$ cat config.mk
export PLATFORM = sky130hd
export DESIGN_NAME = pcie_us_msix_if
export DESIGN_NICKNAME = d
export VERILOG_FILES = /design/src/rtl/pcie_us_msix_if.sv
export SDC_FILE = /design/constraint.sdc
export NUM_CORES = 1
export LEC_CHECK = 0
export ABC_AREA = 1
export CORE_MARGIN = 1
export CORE_UTILIZATION = 30
export CTS_CLUSTER_DIAMETER = 150
export DETAILED_ROUTE_END_ITERATION = 10
export GPL_TIMING_DRIVEN = 0
export SETUP_SLACK_MARGIN = 0.3
export SYNTH_ARGS = -nofsm -noshare
export SYNTH_HDL_FRONTEND = slang
export SYNTH_SLANG_ARGS = --single-unit
$ cat constraint.sdc
create_clock -name clk -period 1.8 [get_ports clk]
set_input_delay 0.36 -clock clk [delete_from_list [all_inputs] [get_ports clk]]
set_output_delay 0.36 -clock clk [all_outputs]
set_load 0.01 [all_outputs]
$ cat src/rtl/pcie_us_msix_if.sv
// MSI-X request bridge: takes one address/data interrupt from the core, presents it to the
// UltraScale PCIe hard IP cfg_interrupt_msix_* port, and returns a completion status.
module pcie_us_msix_if #(
  parameter int unsigned TIMEOUT_CYCLES = 1024,
  parameter logic [3:0]  FUNC_NUM       = 4'd0
) (
  input  logic        clk,
  input  logic        rst_n,
  input  logic [63:0] s_axis_irq_addr,
  input  logic [31:0] s_axis_irq_data,
  input  logic        s_axis_irq_valid,
  output logic        s_axis_irq_ready,
  output logic [1:0]  m_axis_irq_status,
  output logic        m_axis_irq_status_valid,
  input  logic        m_axis_irq_status_ready,
  input  logic [1:0]  cfg_interrupt_msix_enable,
  input  logic [1:0]  cfg_interrupt_msix_mask,
  output logic [63:0] cfg_interrupt_msix_address,
  output logic [31:0] cfg_interrupt_msix_data,
  output logic        cfg_interrupt_msix_int,
  input  logic        cfg_interrupt_msix_sent,
  input  logic        cfg_interrupt_msix_fail,
  output logic [3:0]  cfg_interrupt_msi_function_number
);

  typedef enum logic [2:0] {StIdle, StPend, StIssue, StWait, StStatus} state_e;

  localparam logic [1:0] StsSent    = 2'b00;
  localparam logic [1:0] StsFail    = 2'b01;
  localparam logic [1:0] StsTimeout = 2'b10;
  localparam logic [1:0] StsDropped = 2'b11;

  // Counter holds TIMEOUT_CYCLES-1 during the int cycle and counts down through WAIT, so the
  // status appears exactly TIMEOUT_CYCLES cycles after the int strobe.
  localparam logic [15:0] CntLoad = 16'(TIMEOUT_CYCLES - 1);

  state_e      state_q, state_d;
  logic [15:0] cnt_q, cnt_d;
  logic [1:0]  code_q, code_d;
  logic [63:0] addr_q, addr_d;
  logic [31:0] data_q, data_d;
  logic        ready_q, int_q, status_valid_q;
  logic        accept;
  logic        msix_en, msix_mask;
  logic        unused_cfg;

  assign msix_en    = cfg_interrupt_msix_enable[0];
  assign msix_mask  = cfg_interrupt_msix_mask[0];
  assign unused_cfg = ^{cfg_interrupt_msix_enable[1], cfg_interrupt_msix_mask[1]};
  assign accept     = s_axis_irq_valid & ready_q;

  // Next-state, latched request, status code and timeout counter.
  always_comb begin
    state_d = state_q;
    code_d  = code_q;
    addr_d  = addr_q;
    data_d  = data_q;
    cnt_d   = cnt_q;
    unique case (state_q)
      StIdle: begin
        if (accept) begin
          addr_d = s_axis_irq_addr;
          data_d = s_axis_irq_data;
          if (!msix_en) begin
            state_d = StStatus;
            code_d  = StsDropped;
          end else if (msix_mask) begin
            state_d = StPend;
          end else begin
            state_d = StIssue;
          end
        end
      end
      StPend: begin
        // Disable outranks unmask.
        if (!msix_en) begin
          state_d = StStatus;
          code_d  = StsDropped;
        end else if (!msix_mask) begin
          state_d = StIssue;
        end
      end
      StIssue: state_d = StWait;
      StWait: begin
        if (cfg_interrupt_msix_fail) begin
          state_d = StStatus;
          code_d  = StsFail;
        end else if (cfg_interrupt_msix_sent) begin
          state_d = StStatus;
          code_d  = StsSent;
        end else if (cnt_q == 16'd0) begin
          state_d = StStatus;
          code_d  = StsTimeout;
        end
      end
      StStatus: begin
        if (m_axis_irq_status_ready) state_d = StIdle;
      end
      default: state_d = StIdle;
    endcase

    if (state_d == StIssue) begin
      cnt_d = CntLoad;
    end else if ((state_q == StIssue || state_q == StWait) && cnt_q != 16'd0) begin
      cnt_d = cnt_q - 16'd1;
    end
  end

  // State and registered outputs; reset clears everything and drops any transaction in flight.
  always_ff @(posedge clk or negedge rst_n) begin
    if (!rst_n) begin
      state_q        <= StIdle;
      cnt_q          <= '0;
      code_q         <= '0;
      addr_q         <= '0;
      data_q         <= '0;
      ready_q        <= 1'b0;
      int_q          <= 1'b0;
      status_valid_q <= 1'b0;
    end else begin
      state_q        <= state_d;
      cnt_q          <= cnt_d;
      code_q         <= code_d;
      addr_q         <= addr_d;
      data_q         <= data_d;
      ready_q        <= (state_d == StIdle);
      int_q          <= (state_d == StIssue);
      status_valid_q <= (state_d == StStatus);
    end
  end

  assign s_axis_irq_ready                  = ready_q;
  assign m_axis_irq_status                 = code_q;
  assign m_axis_irq_status_valid           = status_valid_q;
  assign cfg_interrupt_msix_address        = addr_q;
  assign cfg_interrupt_msix_data           = data_q;
  assign cfg_interrupt_msix_int            = int_q;
  assign cfg_interrupt_msi_function_number = FUNC_NUM;

endmodule

Yosys cells after proc, flatten, opt, wreduce, memory -nomap -nowiden
Index checks and enable logic that the tools add are counted.
{ "word_totals": {"regBits": 120, "in_bits": 106, "output_inout_bits": 105, "elab_cells": 46} }
{ "classes": {"n_addsub": 1, "n_eq_ne": 8, "mux": 18, "bitwise": 1, "n_reduce_logical": 10} }
{ "ops": {"columns": ["operator", "count"], "rows": [
  ["$mux W16", 2],
  ["$mux W3", 8],
  ["$logic_not A16 Y1", 1],
  ["$reduce_bool A16 Y1", 1],
  ["$sub A16 B1 Y16 const B", 1],
  ["$pmux W3 S5", 1],
  ["$mux W2", 6],
  ["$eq A3 B2 Y1 const B", 3],
  ["$eq A3 B3 Y1 const B", 2],
  ["$logic_not A3 Y1", 2],
  ["$pmux W2 S3", 1],
  ["$ne A4 B4 Y1 const B", 1],
  ["$eq A3 B1 Y1 const B", 1],
  ["$reduce_and A3 Y1", 1],
  ["$reduce_bool A3 Y1", 1],
  ["$ne A2 B2 Y1 const B", 1],
  ["$reduce_and A2 Y1", 1],
  ["$reduce_bool A2 Y1", 1],
  ["$and A1 B1 Y1", 1],
  ["$logic_and A1 B1 Y1", 1],
  ["$logic_or A1 B1 Y1", 1]
]} }

Logic depth before layout (Yosys ltp)
Gate-level depths: netlist (run 1).
{ "depth": {"word_depth": 7, "ltp_mapped": 10, "depth_no_buf": 10} }

Least setup slack after synthesis (run 1)
Ideal clock, no wire load.
{ "synth_timing": {"path_kind": "flip-flop to flip-flop", "startpoint": "register cnt_q[0]", "endpoint": "register cnt_q[9]", "setup_ns": 0.116, "t_arrival_ns": 1.443, "required_time_ns": 1.684, "setup_slack_ns": 0.241, "stages_incl_launch_ff": 11, "n_path_buf": 1, "period_less_slack_ns": 1.559, "cell_sequence": "dfrtp_1 inv_1 ha_1 nand2_2 nor2_2 nand2_2 nand2_4 nand2_4 buf_6 nand2_1 nand2_1"} }
{ "synth_between": {"elab_chain_len": 7, "elab_cells_between_ends": 12, "cone_classes": "add/sub (1); eq/ne (1); mux (6); reduce/logical (4)"} }
{ "synth_lines": {"columns": ["item", "line_no", "rtl"], "rows": [
  ["start: declaration", "38", "logic [15:0] cnt_q, cnt_d;"],
  ["start signal: assignment", "122", "cnt_q <= cnt_d;"],
  ["$logic_not A16 Y1", "91", "end else if (cnt_q == 16'd0) begin"],
  ["$mux W3", "91", null],
  ["$mux W3", "88", "end else if (cfg_interrupt_msix_sent) begin"],
  ["$mux W3", "85", "if (cfg_interrupt_msix_fail) begin"],
  ["$pmux W3 S5", "59", "unique case (state_q)"],
  ["$eq A3 B2 Y1", "102", "if (state_d == StIssue) begin"],
  ["$mux W16 / $reduce_bool A2 Y1 (equally long branches)", null, null]
]} }
Several ways; a longest one is shown, not always the timed one. The select of a mux whose other input is x is not followed.
A chain may end at the register's enable or synchronous reset.

Worst setup path in the final report (run 1)
{ "layout_timing": {"startpoint": "register state_q[1]", "endpoint": "register addr_q[2], in the netlist cfg_interrupt_msix_address[2]"} }
{ "layout_between": {"elab_chain_len": 2} }
{ "layout_lines": {"columns": ["item", "line_no", "rtl"], "rows": [
  ["start: declaration", "37", "state_e state_q, state_d;"],
  ["start signal: assignment", "112", "state_q <= StIdle;"],
  ["start signal: assignment", "121", "state_q <= state_d;"],
  ["$logic_not A3 Y1", "59", null],
  ["$reduce_and A2 Y1 (no line)", null, null],
  ["end signal: assignment", "124", "addr_q <= addr_d;"],
  ["end: declaration", "40", "logic [63:0] addr_q, addr_d;"]
]} }
No other way between the ends.

==> results of run 1 <==
metal layers:
| metal | share of wire | GRT usage | up-vias |
|---|---|---|---|
| met5 | 0 | 0 | - |
| met4 | 0.013 | 0.0506 | 0 |
| met3 | 0.054 | 0.0431 | 11 |
| met2 | 0.53 | 0.286 | 141 |
| met1 | 0.41 | 0.181 | 1978 |
| li1 | - | - | 1920 |
logic make-up after synthesis:
logic type,count (synthesis),synth area share
buffers and inverters,40,0.0416
multiplexers,96,0.235
flip-flops,120,0.574
AND/OR/NAND/NOR,147,0.124
other,1,0.000717
XOR/XNOR,1,0.00167
AO/OA/AOI/OAI,16,0.0201
adder cells (fa/ha/maj),1,0.00239
critical path: cells and delay by family (launching register included):
| kind | cells | cell delay [ns] |
|---|---|---|
| buf+inv | 2 | 0.35 |
| flops | 1 | 0.42 |
| mux | 1 | 0.30 |
| simple gates | 2 | 0.32 |
what timing repair did:
item / CTS / global route
gates resized for setup: 134 / 31
setup buffers: 12 / 13
endpoints found under the hold margin: 39 / 0
pin swaps: 8 / 12
endpoints found under the setup margin: 171 / 94
hold buffers: 1 / 0
cloned: 1 / 3
per-stage QoR:
stage          std cells  setup WS (ns)  power [mW]  hold WS [ns]  utilization
6_report             912          0.277        15.3         0.427        0.510
5_1_grt              912          0.219        16.3         0.456        0.510
4_1_cts              896          0.258        15.0         0.424        0.495
3_5_place_dp         850         -0.235        11.9         0.300        0.452
3_3_place_gp         849          -4.35        11.7         0.487        0.450
2_1_floorplan        425          0.302        8.49        0.0644            -
cells in the final DEF, fill, tap and decap left out, drive strengths merged:
cell | netlist | layout
dfrtp | 120 | 120
clkdlybuf4s50 | 0 | 102
dlygate4sd2 | 0 | 101
mux2 | 96 | 96
nand2 | 86 | 86
buf | 16 | 44
nor2 | 32 | 32
inv | 24 | 27
clkbuf | 0 | 22
nand3 | 19 | 19
o21ai | 11 | 11
clkinv | 0 | 8
nand4 | 6 | 6
conb | 1 | 4
a21oi | 4 | 4
nand3b | 3 | 3
bufinv | 0 | 2
nor3b | 1 | 1
xnor2 | 1 | 1
o211ai | 1 | 1
ha | 1 | 1
dlygate4sd3 | 0 | 1
where the power goes:
group | switching [mW] | internal [mW] | total, mW
registers | 0.750 | 4.06 | 4.81
logic | 3.20 | 3.97 | 7.16
clock network | 1.25 | 2.09 | 3.33
total | 5.19 | 10.1 | 15.3
area by class of cell:
| class | count | area [um2] |
|---|---|---|
| plain buffers | 16 | 195 |
| clock buffers | 19 | 443 |
| clock inverters | 13 | 145 |
| fillers | 1508 | 8230 |
| inverters | 24 | 95.1 |
| multi-input cells | 265 | 2170 |
| flip-flops and latches | 120 | 3010 |
| well taps | 220 | 275 |
| repair buffers | 235 | 2250 |
sequential cells by signal, indices dropped and copies added (netlist names):
name,cells
cfg_interrupt_msix_address,64
cfg_interrupt_msix_data,32
cnt_q,16
state_q,3
m_axis_irq_status,2
cfg_interrupt_msix_int,1
m_axis_irq_status_valid,1
s_axis_irq_ready,1
worst min path at each step:
stage,cells after the start,to,slack (ns)
floorplan,0,cfg_interrupt_msix_address[0],0.06
global placement,1,cfg_interrupt_msix_data[10],0.49
detailed placement,1,cfg_interrupt_msix_address[9],0.30
CTS,2,cfg_interrupt_msix_address[9],0.42
global route,2,cfg_interrupt_msix_address[10],0.46
finish,2,cfg_interrupt_msix_address[9],0.43
==> impl_metrics.yaml, run 1 <==
critical_path:
  critPathMaxStageDelay_ns: 0.42
  crit_start: "state_q[1]"
  critPathArrivalTime_ns: 1.81
  startpoint_type: "flop"
  crit_path_max_fanout: 10
  rrSetupSlack_ns: 0.28
  worstSetupEndpointType: "flop"
  critPathSlowestCell: "dfrtp_1"
  required_ns: 2.09
  reg2regPathDepth: 5
  critPathCapture: "cfg_interrupt_msix_address[2]"
  reg2reg_from: "state_q[1]"
  worstPathCellList: "nor2_4, nand3_4, buf_8, buf_12, mux2_4"
  r2r_end: "cfg_interrupt_msix_address[2]"
  critPathKind: "reg2reg"
timing:
  setup_tns_ns: 0
  rsz0062_at_grt: "yes"
  period_share: 0.846
  finClkSkew_ns: 0.0105
  fmax_mhz: 656
  finalSetupViolations: 0
  min_period_ns: 1.52
  slew_violations: 0
  final-hold-violation-count: 0
yosys:
  yosysWarnings: 0
  ys_types: 25
  synthArstFlopShare: 1.00
  yosysSeqAreaShare: 0.574
  synth.largest_area_cell: "dfrtp_1"
  synth.area.top_cells: "dfrtp_1 (57%), mux2_2 (12%), mux2_4 (11%)"
  synth_cells: 422
  ys_seq_elements: 120
  synth_edf_count: 0
  synth_commonest_cells: "dfrtp_1 (120), nand2_1 (78), mux2_2 (56)"
  synth.most_common_cell: "dfrtp_1"
  synth_ff_type: "dfrtp_1"
  synth.top_cell.area_share: 0.574
  synth_area_mm2: 0.00523
  syn_area_per_cell_um2: 12.4
placed_design:
  place_area_mm2: 0.00760
  dp_hpwl_mm: 9.79
  gp_congestion: 0.781
  portBuffers: 204
floorplan:
  die_w_um: 134
  die_area_mm2: 0.0180
  start_util: 0.311
  die_y_um: 134
  core_region_area_mm2: 0.0168
  rows: 47
  ios: 211
clock_tree:
  clk_latency_ns: 0.41
  cts_tree: "yes"
  cts_root_buf: "clkbuf_16"
  cts_buffer_depth: 2
  cts.clk_slew.worst_paths_ns: 0.06
  numClockSinks: 120
  h-tree-depth: 4
  cts_made_buffers: 17
drt:
  wirelength_mm: 13.9
  routed_via_density: 4.44
  ant_nets: 0
  firstDrtPassIters: 4
  drc: 0
  vias: 4050
  wl_per_cell_um: 15.2
  first_iter_violations: 156
final_layout:
  post-route-cell-area_mm2: 0.00858
  syn2layout_area_growth_pct: 64.1
  n_antenna_cell: 0
  layout-drive-gt1-share: 0.311
  nNetsFinal: 786
power_and_ir_drop:
  p_leak_nw: 4.18
  irDropWorstVdd_mv: 0.768
  power_density_mw_per_mm2: 1780
global_route:
  grt_util_all_layers: 0.158
  grt_pass1_wl_mm: 21.9
  grt_overflow: 0
  grt_start_max_net_pins: 82
  antenna_found_initial: 0
  grt_pass1_vias: 4245
status:
  status: "finished clean"
min_path:
  min_path_type: "in2async"
job:
  cap_viol_max_count: 0
Power figures use the tool's default switching activity.
==> run 2: changes to the inputs <==
Clock period 1.8 ns to 1.6 ns, I/O delays scaled along.
==> impl_metrics.yaml, run 2 (same netlist as run 1, synthesis figures left out) <==
critical_path:
  crit_path_max_fanout: 7
  required_ns: 1.90
  worstSetupEndpointType: "flop"
  worstPathCellList: "nor2_1, nand2_2, nor2_4, nand2_4, nand2_4, nand2_8, buf_12, nand2_2, o21ai_2"
  path_delay_family: "simple AND/OR/NAND/NOR gates"
  critPathKind: "reg2reg"
  critPathMaxStageDelay_ns: 0.44
  path_buf_inv: 1
  reg2regPathDepth: 9
  r2r_end: "cnt_q[6]"
  reg2reg_from: "cnt_q[12]"
  rrSetupSlack_ns: 0.14
  critPathSlowestCell: "dfrtp_2"
  critPathArrivalTime_ns: 1.76
  startpoint_type: "flop"
timing:
  period_share: 0.911
  rsz0062_at_grt: "yes"
  slew_violations: 0
  min_period_ns: 1.46
  finalSetupViolations: 0
  finClkSkew_ns: 0.00488
  fmax_mhz: 686
  final-hold-violation-count: 0
global_route:
  grt_start_max_net_pins: 89
  grt_pass1_wl_mm: 21.5
  grt_util_all_layers: 0.154
  grt_pass1_vias: 4182
  grt_overflow: 0
  antenna_found_initial: 0
final_layout:
  layout-drive-gt1-share: 0.480
  final_cell_mix: "dfrtp_1 (116), buf_2 (102), clkdlybuf4s50_1 (102)"
  largest_reg_flops: 64
  post-route-cell-area_mm2: 0.00829
  layout.cells.most_common: "dfrtp_1"
  instances_no_fill: 920
  fin_util: 0.493
  nNetsFinal: 795
  n_antenna_cell: 0
  syn2layout_area_growth_pct: 58.4
clock_tree:
  clk_latency_ns: 0.41
  cts_buffer_depth: 2
  cts_made_buffers: 17
  h-tree-depth: 4
  cts_tree: "yes"
  numClockSinks: 120
  cts_root_buf: "clkbuf_16"
  cts.clk_slew.worst_paths_ns: 0.06
floorplan:
  core_region_area_mm2: 0.0168
  die_w_um: 134
  rows: 47
  start_util: 0.311
  ios: 211
  die_area_mm2: 0.0180
  die_y_um: 134
drt:
  wl_per_cell_um: 15.1
  ant_nets: 0
  vias: 4131
  wirelength_mm: 13.9
  routed_via_density: 4.49
  firstDrtPassIters: 4
  first_iter_violations: 157
  drc: 0
job:
  cap_viol_max_count: 0
placed_design:
  portBuffers: 204
  dp_hpwl_mm: 9.55
  dp.cells: 850
  gp_congestion: 0.805
  place_area_mm2: 0.00763
power_and_ir_drop:
  power_mw: 17.3
  irDropWorstVdd_mv: 0.912
  p_leak_nw: 4.05
  power_density_mw_per_mm2: 2090
min_path:
  min_path_type: "in2async"
status:
  status: "finished clean"
run 2: cell count changes in the layout (fill, tap and decap cells not counted), sizes merged:
cell / previous run / this run
clkbuf: 22 / 21
clkinvlp: 0 / 3
dlygate4sd2: 101 / 0
bufinv: 2 / 4
buf: 44 / 155
inv: 27 / 24
clkinv: 8 / 5
run 2: final cells by class:
type / count / area (um2)
inverters: 24 / 95.1
clock inverters: 12 / 175
well taps: 220 / 275
clock buffers: 19 / 453
flip-flops and latches: 120 / 3010
fillers: 1508 / 8530
multi-input cells: 265 / 2190
plain buffers: 16 / 191
repair buffers: 244 / 1900
run 2: where the power goes:
group	switching, mW	internal, mW
Combinational	3.62	4.18
Sequential	0.898	4.57
Clock	1.36	2.67
Total	5.88	11.4
run 2: repair_timing:
action / 4_1_cts / 5_1_grt
cloned: 0 / 2
setup endpoints to repair: 221 / 123
pin swaps: 8 / 14
endpoints found under the hold margin: 32 / 0
gates resized for setup: 423 / 41
hold buffers: 1 / 0
buffers inserted: 19 / 17
run 2: metal layers:
| layer | track usage | up-vias | wire (um) |
|---|---|---|---|
| li1 | - | 1934 | - |
| met4 | 0.0568 | 0 | 202 |
| met5 | 0 | - | 0 |
| met3 | 0.0378 | 20 | 769 |
| met2 | 0.258 | 156 | 6950 |
| met1 | 0.193 | 2021 | 6000 |
run 2: worst max-delay path by stage:
stage / from / endpoint / slack, ns / depth (start not counted)
5_1_grt: cnt_q[3] / cnt_q[8] / 0.02 / 7
3_3_place_gp: rst_n / cfg_interrupt_msix_address[63] / -4.53 / 1
4_1_cts: state_q[0] / cnt_q[14] / 0.14 / 8
3_5_place_dp: s_axis_irq_valid / cnt_q[11] / -0.39 / 9
2_1_floorplan: cnt_q[0] / cnt_q[9] / 0.19 / 10
6_report: cnt_q[12] / cnt_q[6] / 0.14 / 9
run 2: worst register-to-register path, delay by kind of cell (launching register included):
kind	cells	cell delay (ns)
AO/OA/AOI/OAI	1	0.04
buffers and inverters	1	0.15
flip-flops	1	0.44
AND/OR/NAND/NOR	7	0.73
run 2: stage by stage:
step | worst slack [ns] | setup TNS (ns) | hold slack (ns)
after global routing | 0.0223 | 0 | 0.370
after detailed placement | -0.387 | -29.06 | 0.235
after global placement | -4.53 | -572.94 | 0.488
after floorplan | 0.192 | 0 | 0.0244
final | 0.143 | 0 | 0.360
after CTS | 0.137 | 0 | 0.359
